==> config.mk <==
export PLATFORM = sky130hd
export DESIGN_NAME = gray_count_sequencer
export DESIGN_NICKNAME = d
export VERILOG_FILES = /design/src/rtl/gray_count_sequencer.sv
export SDC_FILE = /design/constraint.sdc
export NUM_CORES = 1
export LEC_CHECK = 0
export BUFFER_PORTS_ARGS = -buffer_cell sky130_fd_sc_hd__buf_2
export CELL_PAD_IN_SITES_DETAIL_PLACEMENT = 1
export CELL_PAD_IN_SITES_GLOBAL_PLACEMENT = 2
export CORE_ASPECT_RATIO = 0.5
export CORE_MARGIN = 3
export CORE_UTILIZATION = 28
export DETAILED_ROUTE_END_ITERATION = 16
export PLACE_DENSITY_LB_ADDON = 0.2
export SKIP_LAST_GASP = 1
export SLEW_MARGIN = 40
export SYNTH_ARGS = -nofsm -noshare
export SYNTH_HDL_FRONTEND = slang
export SYNTH_SLANG_ARGS = --single-unit
==> constraint.sdc <==
create_clock -name clock -period 1.4 [get_ports clock]
set_input_delay 0.14 -clock clock [delete_from_list [all_inputs] [get_ports clock]]
set_output_delay 0.14 -clock clock [all_outputs]
set_load 0.01 [all_outputs]
==> src/rtl/gray_count_sequencer.sv <==
// gray_count_sequencer: issues a job of Gray-coded counts over valid/ready.
// Optional self-check: define GRAY_COUNT_SEQUENCER_CHECK_EN.
module gray_count_sequencer #(
    parameter  int WIDTH = 4,
    localparam int LEN_W = WIDTH + 1
) (
    input  logic             clock,
    input  logic             resetn,
    input  logic             start_valid,
    output logic             start_ready,
    input  logic [WIDTH-1:0] start_value,
    input  logic [LEN_W-1:0] start_length,
    input  logic             abort,
    output logic             out_valid,
    input  logic             out_ready,
    output logic [WIDTH-1:0] out_gray,
    output logic [WIDTH-1:0] out_binary,
    output logic             out_last,
    output logic             done,
    output logic             check_error
);

    typedef enum logic [1:0] {
        IDLE,
        RUN,
        DONE
    } state_t;

    state_t           state_q, state_d;
    logic [WIDTH-1:0] out_binary_q, out_binary_d;
    logic [WIDTH-1:0] out_gray_q, out_gray_d;
    logic [LEN_W-1:0] remaining_q, remaining_d;
    logic             out_valid_q, out_valid_d;
    logic             out_last_q, out_last_d;
    logic             done_q, done_d;
    logic             start_ready_q, start_ready_d;

    logic             beat;
    logic [WIDTH-1:0] bin_inc;

    function automatic logic [WIDTH-1:0] to_gray(input logic [WIDTH-1:0] b);
        return b ^ (b >> 1);
    endfunction

    assign beat    = out_valid_q & out_ready;
    assign bin_inc = out_binary_q + WIDTH'(1);

    // Next-state and next-output logic for the IDLE/RUN/DONE job sequencer
    always_comb begin
        state_d       = state_q;
        out_binary_d  = out_binary_q;
        out_gray_d    = out_gray_q;
        remaining_d   = remaining_q;
        out_valid_d   = out_valid_q;
        out_last_d    = out_last_q;
        done_d        = 1'b0;
        start_ready_d = start_ready_q;
        unique case (state_q)
            IDLE: begin
                start_ready_d = 1'b1;
                if (start_valid) begin
                    out_binary_d  = start_value;
                    out_gray_d    = to_gray(start_value);
                    remaining_d   = start_length;
                    start_ready_d = 1'b0;
                    if (start_length == '0) begin
                        state_d = DONE;
                        done_d  = 1'b1;
                    end else begin
                        state_d     = RUN;
                        out_valid_d = 1'b1;
                        out_last_d  = (start_length == LEN_W'(1));
                    end
                end
            end
            RUN: begin
                if (beat) begin
                    out_binary_d = bin_inc;
                    out_gray_d   = to_gray(bin_inc);
                    remaining_d  = remaining_q - LEN_W'(1);
                    out_last_d   = (remaining_q == LEN_W'(2));
                    if (out_last_q || abort) begin
                        state_d     = DONE;
                        out_valid_d = 1'b0;
                        out_last_d  = 1'b0;
                        done_d      = 1'b1;
                    end
                end else if (abort) begin
                    state_d     = DONE;
                    out_valid_d = 1'b0;
                    out_last_d  = 1'b0;
                    done_d      = 1'b1;
                end
            end
            DONE: begin
                state_d       = IDLE;
                start_ready_d = 1'b1;
            end
            default: begin
                state_d       = IDLE;
                out_valid_d   = 1'b0;
                out_last_d    = 1'b0;
                start_ready_d = 1'b1;
            end
        endcase
    end

    // Sequencer state and registered outputs
    always_ff @(posedge clock or negedge resetn) begin
        if (!resetn) begin
            state_q       <= IDLE;
            out_binary_q  <= '0;
            out_gray_q    <= '0;
            remaining_q   <= '0;
            out_valid_q   <= 1'b0;
            out_last_q    <= 1'b0;
            done_q        <= 1'b0;
            start_ready_q <= 1'b1;
        end else begin
            state_q       <= state_d;
            out_binary_q  <= out_binary_d;
            out_gray_q    <= out_gray_d;
            remaining_q   <= remaining_d;
            out_valid_q   <= out_valid_d;
            out_last_q    <= out_last_d;
            done_q        <= done_d;
            start_ready_q <= start_ready_d;
        end
    end

    assign start_ready = start_ready_q;
    assign out_valid   = out_valid_q;
    assign out_gray    = out_gray_q;
    assign out_binary  = out_binary_q;
    assign out_last    = out_last_q;
    assign done        = done_q;

`ifdef GRAY_COUNT_SEQUENCER_CHECK_EN
    logic [WIDTH-1:0] prev_gray_q, prev_gray_d;
    logic             seen_q, seen_d;
    logic             check_error_q, check_error_d;
    logic [WIDTH-1:0] gray_diff;

    function automatic logic [WIDTH-1:0] to_binary(input logic [WIDTH-1:0] g);
        logic [WIDTH-1:0] b;
        b[WIDTH-1] = g[WIDTH-1];
        for (int i = WIDTH - 2; i >= 0; i--) begin
            b[i] = b[i+1] ^ g[i];
        end
        return b;
    endfunction

    assign gray_diff = out_gray_q ^ prev_gray_q;

    // Decode-back and one-bit-step checks on every delivered beat
    always_comb begin
        prev_gray_d   = prev_gray_q;
        seen_d        = seen_q;
        check_error_d = check_error_q;
        if (state_q == IDLE && start_valid) begin
            seen_d = 1'b0;
        end
        if (beat) begin
            prev_gray_d = out_gray_q;
            seen_d      = 1'b1;
            if (to_binary(out_gray_q) != out_binary_q) begin
                check_error_d = 1'b1;
            end
            if (seen_q && ((gray_diff == '0) ||
                ((gray_diff & (gray_diff - WIDTH'(1))) != '0))) begin
                check_error_d = 1'b1;
            end
        end
    end

    // Checker history and sticky error flag
    always_ff @(posedge clock or negedge resetn) begin
        if (!resetn) begin
            prev_gray_q   <= '0;
            seen_q        <= 1'b0;
            check_error_q <= 1'b0;
        end else begin
            prev_gray_q   <= prev_gray_d;
            seen_q        <= seen_d;
            check_error_q <= check_error_d;
        end
    end

    assign check_error = check_error_q;
`else
    assign check_error = 1'b0;
`endif

endmodule
==> out/metrics.csv, run 1 <==
stage,metric,value,unit
synthesis,synthAdderAreaFrac,3.41,%
global_routing,grt_overflow,0,
floorplan,die_h,50.3,um
timing,tns,-5.72,ps
place,gp_congestion,0.788,
global_routing,grt_pass1_vias,1059,
floorplan,dieArea,0.00476,mm2
drt,drc_errors,0,
timing,setup_viol,1,
finish,seqCellArea,454,um2
pwr,power_density,2080,mW/mm2
synthesis,synth.distinct_cells,37,
finish,drive_gt1_share,40.2,%
synthesis,yosys-top-cells-area,"dfrtp_1, a21oi_1, xnor2_1, ha_1, nand3_1",
drt,routedWlPerCell,15.5,um
synthesis,synth_top_area_share,38.7,%
cts,postCtsSetupRepairBufs,0,
run_status,violations,setup timing,
synthesis,ys_ff_latch,18,
synthesis,seq_area_frac_synth,41.1,%
worst_setup_path,startpoint_type,flop,
place,place_ws,-13.1,ps
cts,cts_buffers,3,
timing,fin_crit_sh,100,%
synthesis,syn_nets,140,
worst_setup_path,criticalPathCategory,reg -> reg,
hold_path,hold_class,in -> reg,
global_routing,antenna_found_initial,0,
synthesis,synth_xor_area_share,6.37,%
cts,cts.sinks,18,
cts,cts_buffer_depth,2,
global_routing,grt_pass1_wl,5350,um
timing,rsz0062_at_grt,true,
finish,fillers,440,
cts,cts_tree,yes,
synthesis,synth_area,0.00110,mm2
floorplan,rows,15,
synthesis,synth_enable_flop_cells,0,
finish,fin_area,0.00157,mm2
synthesis,yosysTopAreaCell,dfrtp_1,
timing,finClkSkew,5.52,ps
drt,first_pass_iters,4,
worst_setup_path,worstPathArrival,1550,ps
global_routing,grt_start_max_net_pins,19,
place,io_buffer_count,25,
finish,multi_input_area,674,um2
drt,vias,1043,
floorplan,die_x,94.6,um
synthesis,synth_ff_type,dfrtp_1,
cts,h-tree-depth,1,
timing,hold_viol_final,0,
synthesis,muxShareOfSynthArea,1.93,%
timing,finalCriticalPeriod,1410,ps
cts,root_buffer,clkbuf_8,
place,place_area,0.00141,mm2
finish,final_nets,182,
floorplan,start_util,30.5,%
floorplan,ios,27,
cts,cts.clk_slew.worst_paths,70,ps
pwr,vdd_ir_drop_max,0.000714,V
finish,layout_common_cells,"buf_2, dfrtp_1, buf_4, a21oi_1, o21ai_1",
floorplan,core_area,0.00360,mm2
run_status,outcome,"finished, violations left",
place,hpwl,2440,um
finish,area_growth,42.5,%
synthesis,yosysWarnings,0,
drt,viasPerCell,4.85,
finish,finish.utilization,43.5,%
drt,wirelength,3330,um
synthesis,synth_top_family_by_area,simple AND/OR/NAND/NOR gates,
drt,drt_iter0_markers,30,
synthesis,yosys.area_share.simple,21.7,%
global_routing,grt_usage,14.7,%
finish,antenna_cells,0,
cts,clock_latency,260,ps
finish,final_common_cell,buf_2,
flow_run,maxCapViolations,0,
synthesis,syn_avg_cell_area,8.94,um2
timing,drv_slew,0,
timing,fin_ws,-5.72,ps
worst_setup_path,crit_fanout,6,
drt,antenna_left,0,
synthesis,async_flop_share,100,%
timing,fmax,0.711,GHz
synthesis,netlist_instances,123,
worst_setup_path,end_kind,flop,
synthesis,synth-compound-area-share,19.5,%
worst_setup_path,worst_ep_required_time,1550,ps
pwr,p_leak,0.697,nW
[registers in the layout (all words and copies together) (netlist names)]
name	flops
done	1
out_valid	1
out_last	1
remaining_q	5
start_ready	1
state_q	2
out_gray	3
out_binary	4
[per-stage QoR]
stage,total power [mW],hold slack [ps],std cells
global route,3.53,107,215
finish,3.25,109,215
CTS,3.09,86.6,215
floorplan,1.89,-156,123
global placement,2.57,113,210
detailed placement,2.59,110,210
[critical path: stages, from the launching register on]
cell and delay [ps]:
dfrtp_2 470, nor3b_4 270, buf_4 180, a22oi_2 80
mux2_4 300
[cells in the mapped netlist, drive strengths merged, types with 2 or more instances]
cell type  number
a21oi          13
a22oi           2
a31oi           3
buf             7
dfrtp          17
ha              3
inv             5
nand2           9
nand2b          3
nand3           7
nor2            8
nor3            2
nor3b           3
o211ai          2
o21ai          13
o22ai           2
or3             3
xnor2           5
xor2            3
[path summary, 6_finish.rpt]
kind,startpoint,endpoint,slack [ps],cells past startpoint
setup reg to reg,state_q[1],out_last,-6,4
max in group asynchronous,resetn,start_ready,720,2
hold / removal,start_valid,start_ready,110,2
min in group asynchronous,resetn,remaining_q[4],340,2
setup / recovery,state_q[1],out_last,-6,4
hold reg to reg,out_gray[1],out_gray[1],480,2
[kinds of logic after synthesis]
| logic type | count (synthesis) |
|---|---|
| adder cells (fa/ha/maj) | 3 |
| AND/OR/NAND/NOR | 41 |
| XOR/XNOR | 8 |
| multiplexers | 2 |
| buffers and inverters | 13 |
| AO/OA/AOI/OAI | 37 |
| flip-flops | 18 |
| other | 1 |
[cell type report]
cell class | instances | area share [%]
inverters | 5 | 1.20
flip-flops and latches | 18 | 29.0
well taps | 51 | 4.07
clock buffers | 4 | 3.51
repair buffers | 45 | 19.2
multi-input cells | 92 | 43.0
[per-layer routing]
metal  up-vias  share of wire, %  GRT usage, %
li1        514                 -             -
met1       495                50          20.2
met2        27                43          22.8
met3         7               5.3          3.74
met4         0               2.1          4.31
met5         -                 0             0
[timing repair]
| item | in CTS | in global routing |
|---|---|---|
| hold endpoints to repair | 17 | 0 |
| gates resized for setup | 4 | 19 |
| pin swaps | 0 | 5 |
| setup endpoints to repair | 6 | 10 |
| hold buffers | 1 | 0 |
[report_power, final]
group          switching, mW  internal, mW  total [mW]
sequential             0.217         0.745       0.961
clock                  0.202         0.251       0.453
combinational          0.910         0.930        1.84
total                   1.33          1.93        3.25
(Power assumes the default switching activity.)
==> run 2: changes to the inputs <==
--- a/config.mk
+++ b/config.mk
@@ -13,6 +13,7 @@
 export CORE_UTILIZATION = 28
 export DETAILED_ROUTE_END_ITERATION = 16
 export PLACE_DENSITY_LB_ADDON = 0.2
+export RECOVER_POWER = 25
 export SKIP_LAST_GASP = 1
 export SLEW_MARGIN = 40
 export SYNTH_ARGS = -nofsm -noshare
==> run 2 against run 1 <==
Compared with the run above: the flow still finishes with violations (setup timing); core utilization is the same; wire length is essentially flat; critical path depth is the same; sequential share of layout area is the same; highest routed layer unchanged; combinational power is essentially flat; worst hold slack is the same; register-to-register slack is essentially flat; die area is the same; clock power is essentially flat; largest power group unchanged; final area is the same; total power is essentially flat; via count is the same.
==> out/metrics.csv, run 2 (synthesis gave the netlist of run 1 again) <==
stage,metric,value,unit,change
place,place_ws,-13.1,ps,unchanged
place,io_buffer_count,25,,unchanged
timing,fin_crit_sh,100,%,unchanged
cts,cts_buffer_depth,2,,unchanged
pwr,p_clk_share,13.9,%,about the same
global_routing,grt_overflow,0,,unchanged
worst_setup_path,criticalPathCategory,reg -> reg,,
pwr,total_power,3.25,mW,about the same
worst_setup_path,crit_start,state_q[1],,
cts,cts.sinks,18,,unchanged
finish,layout_common_cells,"buf_2, dfrtp_1, buf_4, a21oi_1, o21ai_1",,
worst_setup_path,endpoint,out_last,,
cts,h-tree-depth,1,,unchanged
finish,antenna_cells,0,,unchanged
worst_setup_path,crit_fanout,6,,unchanged
timing,fin_ws,-5.72,ps,unchanged
finish,final_common_cell,buf_2,,
finish,top_register,remaining_q,,
place,place_area,0.00141,mm2,unchanged
drt,wirelength,3330,um,about the same
finish,largest_reg_flops,5,,unchanged
timing,rsz0062_at_grt,true,,
cts,root_buffer,clkbuf_8,,
worst_setup_path,end_kind,flop,,
pwr,power.internal,1.93,mW,about the same
cts,cts_tree,yes,,
finish,fillers,440,,unchanged
drt,first_pass_iters,4,,unchanged
finish,area_growth,42.5,%,unchanged
finish,seqCellArea,454,um2,unchanged
place,gp_congestion,0.788,,unchanged
timing,finalCriticalPeriod,1410,ps,unchanged
hold_path,hold_class,in -> reg,,
floorplan,rows,15,,unchanged
pwr,p_leak,0.698,nW,about the same
place,dp.cells,210,,unchanged
pwr,p_switching,1.33,mW,about the same
worst_setup_path,worst_ep_required_time,1550,ps,about the same
place,hpwl,2440,um,unchanged
finish,final_cells,215,,unchanged
worst_setup_path,worstPathArrival,1550,ps,about the same
worst_setup_path,r2r_cells,4,,unchanged
pwr,vdd_ir_drop_max,0.000714,V,about the same
pwr,seqPwrFrac,29.5,%,about the same
global_routing,antenna_found_initial,0,,unchanged
finish,finish.utilization,43.5,%,unchanged
floorplan,ios,27,,unchanged
cts,cts_buffers,3,,unchanged
cts,clock_latency,260,ps,about the same
flow_run,maxCapViolations,0,,unchanged
cts,postCtsSetupRepairBufs,0,,unchanged
run_status,outcome,"finished, violations left",,
pwr,power_density,2080,mW/mm2,about the same
floorplan,start_util,30.5,%,unchanged
finish,multi_input_area,674,um2,unchanged
drt,drc_errors,0,,unchanged
floorplan,dieArea,0.00476,mm2,unchanged
drt,vias,1043,,unchanged
floorplan,die_x,94.6,um,unchanged
finish,fin_area,0.00157,mm2,unchanged
timing,tns,-5.72,ps,unchanged
global_routing,grt_pass1_vias,1059,,unchanged
worst_setup_path,startpoint_type,flop,,
floorplan,die_h,50.3,um,unchanged
finish,drive_gt1_share,40.2,%,unchanged
drt,antenna_left,0,,unchanged
worst_setup_path,reg2reg_to,out_last,,
drt,viasPerCell,4.85,,unchanged
drt,drt_iter0_markers,30,,unchanged
timing,drv_slew,0,,unchanged
worst_setup_path,r2r_slack,-6,ps,about the same
finish,final_nets,182,,unchanged
timing,fmax,0.711,GHz,unchanged
timing,hold_slack,109,ps,unchanged
timing,setup_viol,1,,unchanged
global_routing,grt_pass1_wl,5350,um,unchanged
worst_setup_path,rr_startpoint,state_q[1],,
run_status,violations,setup timing,,
floorplan,core_area,0.00360,mm2,unchanged
timing,hold_viol_final,0,,unchanged
pwr,netSwitchingFraction,40.8,%,about the same
global_routing,grt_start_max_net_pins,19,,unchanged
timing,finClkSkew,5.52,ps,unchanged
global_routing,grt_usage,14.7,%,unchanged
pwr,power_frac_comb,56.5,%,about the same
cts,cts.clk_slew.worst_paths,70,ps,about the same
drt,routedWlPerCell,15.5,um,about the same
run 2: critical path: stages, from the launching register on:
cell and delay [ps]:
dfrtp_2 470, nor3b_4 270, buf_4 180, a22oi_2 80
mux2_4 300
run 2: worst min path at each step:
stage | cells after the start | from | slack (ps) | to
2_1_floorplan | 0 | resetn | -160 | done
3_3_place_gp | 1 | resetn | 110 | remaining_q[4]
3_5_place_dp | 1 | resetn | 110 | remaining_q[4]
4_1_cts | 2 | start_valid | 90 | start_ready
5_1_grt | 2 | start_valid | 110 | start_ready
6_report | 2 | start_valid | 110 | start_ready
run 2: power groups by stage:
stage                     combinational [mW]  sequential (mW)  clock (mW)
after floorplan                        0.906            0.981           0
after global placement                  1.63            0.936           0
after detailed placement                1.65            0.933           0
after CTS                               1.69            0.937       0.463
after global routing                    2.04            0.998       0.489
final                                   1.84            0.961       0.453
run 2: what timing repair did:
item,CTS,global route
hold endpoints to repair,17,0
pin swaps,0,5
setup endpoints to repair,6,10
resized for setup,4,19
hold buffers,1,0
gates cloned,0,0
run 2: cell type report:
type                            count  area share, %
Sequential cell                    18           29.0
Timing Repair Buffer               45           19.2
Inverter                            5           1.20
Tap cell                           51           4.07
Multi-Input combinational cell     92           43.0
Clock buffer                        4           3.51
run 2: layer usage:
| layer | vias to the layer above | routed length [um] | part of all wire (%) | track usage [%] |
|---|---|---|---|---|
| met5 | - | 0 | 0 | 0 |
| met2 | 27 | 1430 | 43 | 22.8 |
| met3 | 7 | 177 | 5.3 | 3.74 |
| li1 | 514 | - | - | - |
| met1 | 495 | 1650 | 50 | 20.2 |
| met4 | 0 | 70 | 2.1 | 4.31 |
==> run 3: changes to the inputs <==
--- a/config.mk
+++ b/config.mk
@@ -8,7 +8,6 @@
 export BUFFER_PORTS_ARGS = -buffer_cell sky130_fd_sc_hd__buf_2
 export CELL_PAD_IN_SITES_DETAIL_PLACEMENT = 1
 export CELL_PAD_IN_SITES_GLOBAL_PLACEMENT = 2
-export CORE_ASPECT_RATIO = 0.5
 export CORE_MARGIN = 3
 export CORE_UTILIZATION = 28
 export DETAILED_ROUTE_END_ITERATION = 16
==> run 3 against run 2 <==
Compared with the run above: the flow still finishes with violations (setup timing); critical path depth is the same; sequential power grew 2.6%; first-iteration DRC count grew 3.3%; non-clock buffer count grew 3; clock power shrank 3%; core utilization shrank 0.073 points; fmax shrank 0.24%; largest power group unchanged.
==> out/metrics.csv, run 3 (synthesis gave the netlist of run 1 again) <==
stage,metric,value,unit,change
finish,top_register,remaining_q,,
cts,cts.sinks,18,,unchanged
timing,fin_crit_sh,101,%,+0.24 points
worst_setup_path,crit_fanout,5,,-1
finish,drive_gt1_share,43.7,%,+3.5 points
run_status,outcome,"finished, violations left",,
drt,dr_wl_met3,110,um,-38%
finish,fillers,452,,+2.7%
finish,finish.utilization,43.4,%,-0.073 points
drt,drt_iter0_markers,31,,+3.3%
place,dp.cells,204,,-2.9%
finish,antenna_cells,0,,unchanged
floorplan,rows,22,,+7
pwr,power_density,2030,mW/mm2,-2.0%
hold_path,hold_class,in -> reg,,
drt,wirelength,3210,um,-3.5%
finish,fin_area,0.00161,mm2,+3.0%
place,gp_congestion,0.756,,-4.1%
pwr,p_switching,1.33,mW,-0.22%
timing,fmax,0.710,GHz,-0.24%
drt,wl_met1,1370,um,-17%
worst_setup_path,criticalPathCategory,reg -> reg,,
drt,highest_layer,met4,,
global_routing,grt_pass1_wl,4920,um,-8.0%
pwr,vdd_ir_drop_max,0.000662,V,-7.3%
timing,finClkSkew,5.43,ps,-0.0936 ps
timing,fin_ws,-9.04,ps,-3.33 ps
drt,antenna_left,0,,unchanged
global_routing,grt_usage,14.0,%,-0.67 points
cts,clock_latency,250,ps,about the same
pwr,power.internal,1.96,mW,+1.6%
drt,vias,1086,,+4.1%
pwr,p_leak,0.715,nW,+2.5%
finish,area_growth,46.8,%,
drt,drc_errors,0,,unchanged
timing,setup_viol,1,,unchanged
pwr,netSwitchingFraction,40.4,%,-0.43 points
pwr,power_frac_comb,56.6,%,about the same
worst_setup_path,worstPathArrival,1550,ps,about the same
global_routing,grt_overflow,0,,unchanged
finish,final_common_cell,buf_2,,
global_routing,grt_pass1_vias,1003,,-5.3%
cts,cts_buffer_depth,2,,unchanged
timing,hold_viol_final,0,,unchanged
pwr,p_clk_share,13.4,%,-0.5 points
floorplan,die_h,68.7,um,+36%
finish,final_nets,185,,+1.6%
floorplan,dieArea,0.00472,mm2,-0.96%
finish,seqCellArea,454,um2,unchanged
finish,multi_input_area,698,um2,+3.5%
drt,routedWlPerCell,14.9,um,-3.5%
pwr,seqPwrFrac,30.0,%,+0.5 points
floorplan,die_x,68.7,um,-27%
timing,relSlewSlack,66.6,%,
floorplan,core_area,0.00372,mm2,+3.1%
timing,rsz0062_at_grt,true,,
worst_setup_path,end_kind,flop,,
cts,h-tree-depth,1,,unchanged
cts,cts_buffers,3,,unchanged
place,io_buffer_count,25,,unchanged
cts,cts_tree,yes,,
timing,drv_slew,0,,unchanged
drt,viasPerCell,5.05,,+4.1%
place,place_area,0.00138,mm2,-1.9%
timing,finalCriticalPeriod,1410,ps,+3.33 ps
drt,first_pass_iters,4,,unchanged
floorplan,ios,27,,unchanged
cts,cts.clk_slew.worst_paths,80,ps,about the same
global_routing,grt_start_max_net_pins,19,,unchanged
worst_setup_path,startpoint_type,flop,,
finish,final_cells,215,,unchanged
run_status,violations,setup timing,,
cts,root_buffer,clkbuf_8,,
worst_setup_path,worst_ep_required_time,1550,ps,about the same
floorplan,start_util,29.6,%,-0.92 points
finish,layout_common_cells,"buf_2, buf_4, dfrtp_1, a21oi_1",,
place,hpwl,2320,um,-4.7%
global_routing,antenna_found_initial,0,,unchanged
timing,tightest_slew,501,ps,
flow_run,maxCapViolations,0,,unchanged
drt,wl_met2,1720,um,+20%
finish,largest_reg_flops,5,,unchanged
## run 3: what timing repair did
| action | 4_1_cts | 5_1_grt |
|---|---|---|
| hold buffers | 1 | 0 |
| gates cloned | 0 | 1 |
| gates resized for setup | 4 | 26 |
| pin swaps | 1 | 10 |
| hold endpoints to repair | 17 | 0 |
| setup buffers | 2 | 3 |
| endpoints found under the setup margin | 4 | 11 |
## run 3: through the flow
step	hold WS [ps]	TNS [ps]	setup slack [ps]	power, mW
3_5_place_dp	114	-42.0	-32.0	2.52
2_1_floorplan	-156	0	22.2	1.89
6_report	99.2	-9.04	-9.04	3.28
5_1_grt	120	-348	-146	3.57
4_1_cts	94.5	-44.8	-22.8	3.02
3_3_place_gp	112	0	5.36	2.47
## run 3: final cells by class
cell class	count	area share, %
inverters	5	1.16
multi-input cells	92	43.3
well taps	48	3.72
repair buffers	48	20.3
clock buffers	4	3.41
flip-flops and latches	18	28.1
## run 3: worst max-delay path, cell delays in order (launching register included)
cell and delay (ps):
dfrtp_2 470, nor3b_4 250, buf_4 180, a22oi_1 100, mux2_4 300
## run 3: final timing paths
path	end	start	slack (ps)	depth (start not counted)
max	out_last	state_q[1]	-9	4
min	start_ready	start_valid	100	2
max reg2reg	out_last	state_q[1]	-9	4
min reg2reg	out_gray[0]	out_gray[0]	490	2
max in group asynchronous	state_q[0]	resetn	660	2
min in group asynchronous	out_valid	resetn	370	2
## run 3: layer usage
layer	vias up	track usage, %
met2	17	25.7
met4	0	2.23
li1	524	-
met1	543	17.2
met3	2	2.43
met5	-	0
## run 3: power by group through the flow
| stage | Sequential (mW) | Combinational [mW] | Clock, mW |
|---|---|---|---|
| after detailed placement | 0.942 | 1.58 | 0 |
| after global routing | 1.03 | 2.07 | 0.468 |
| after floorplan | 0.981 | 0.906 | 0 |
| final | 0.986 | 1.86 | 0.439 |
| after CTS | 0.936 | 1.63 | 0.452 |
| after global placement | 0.926 | 1.55 | 0 |
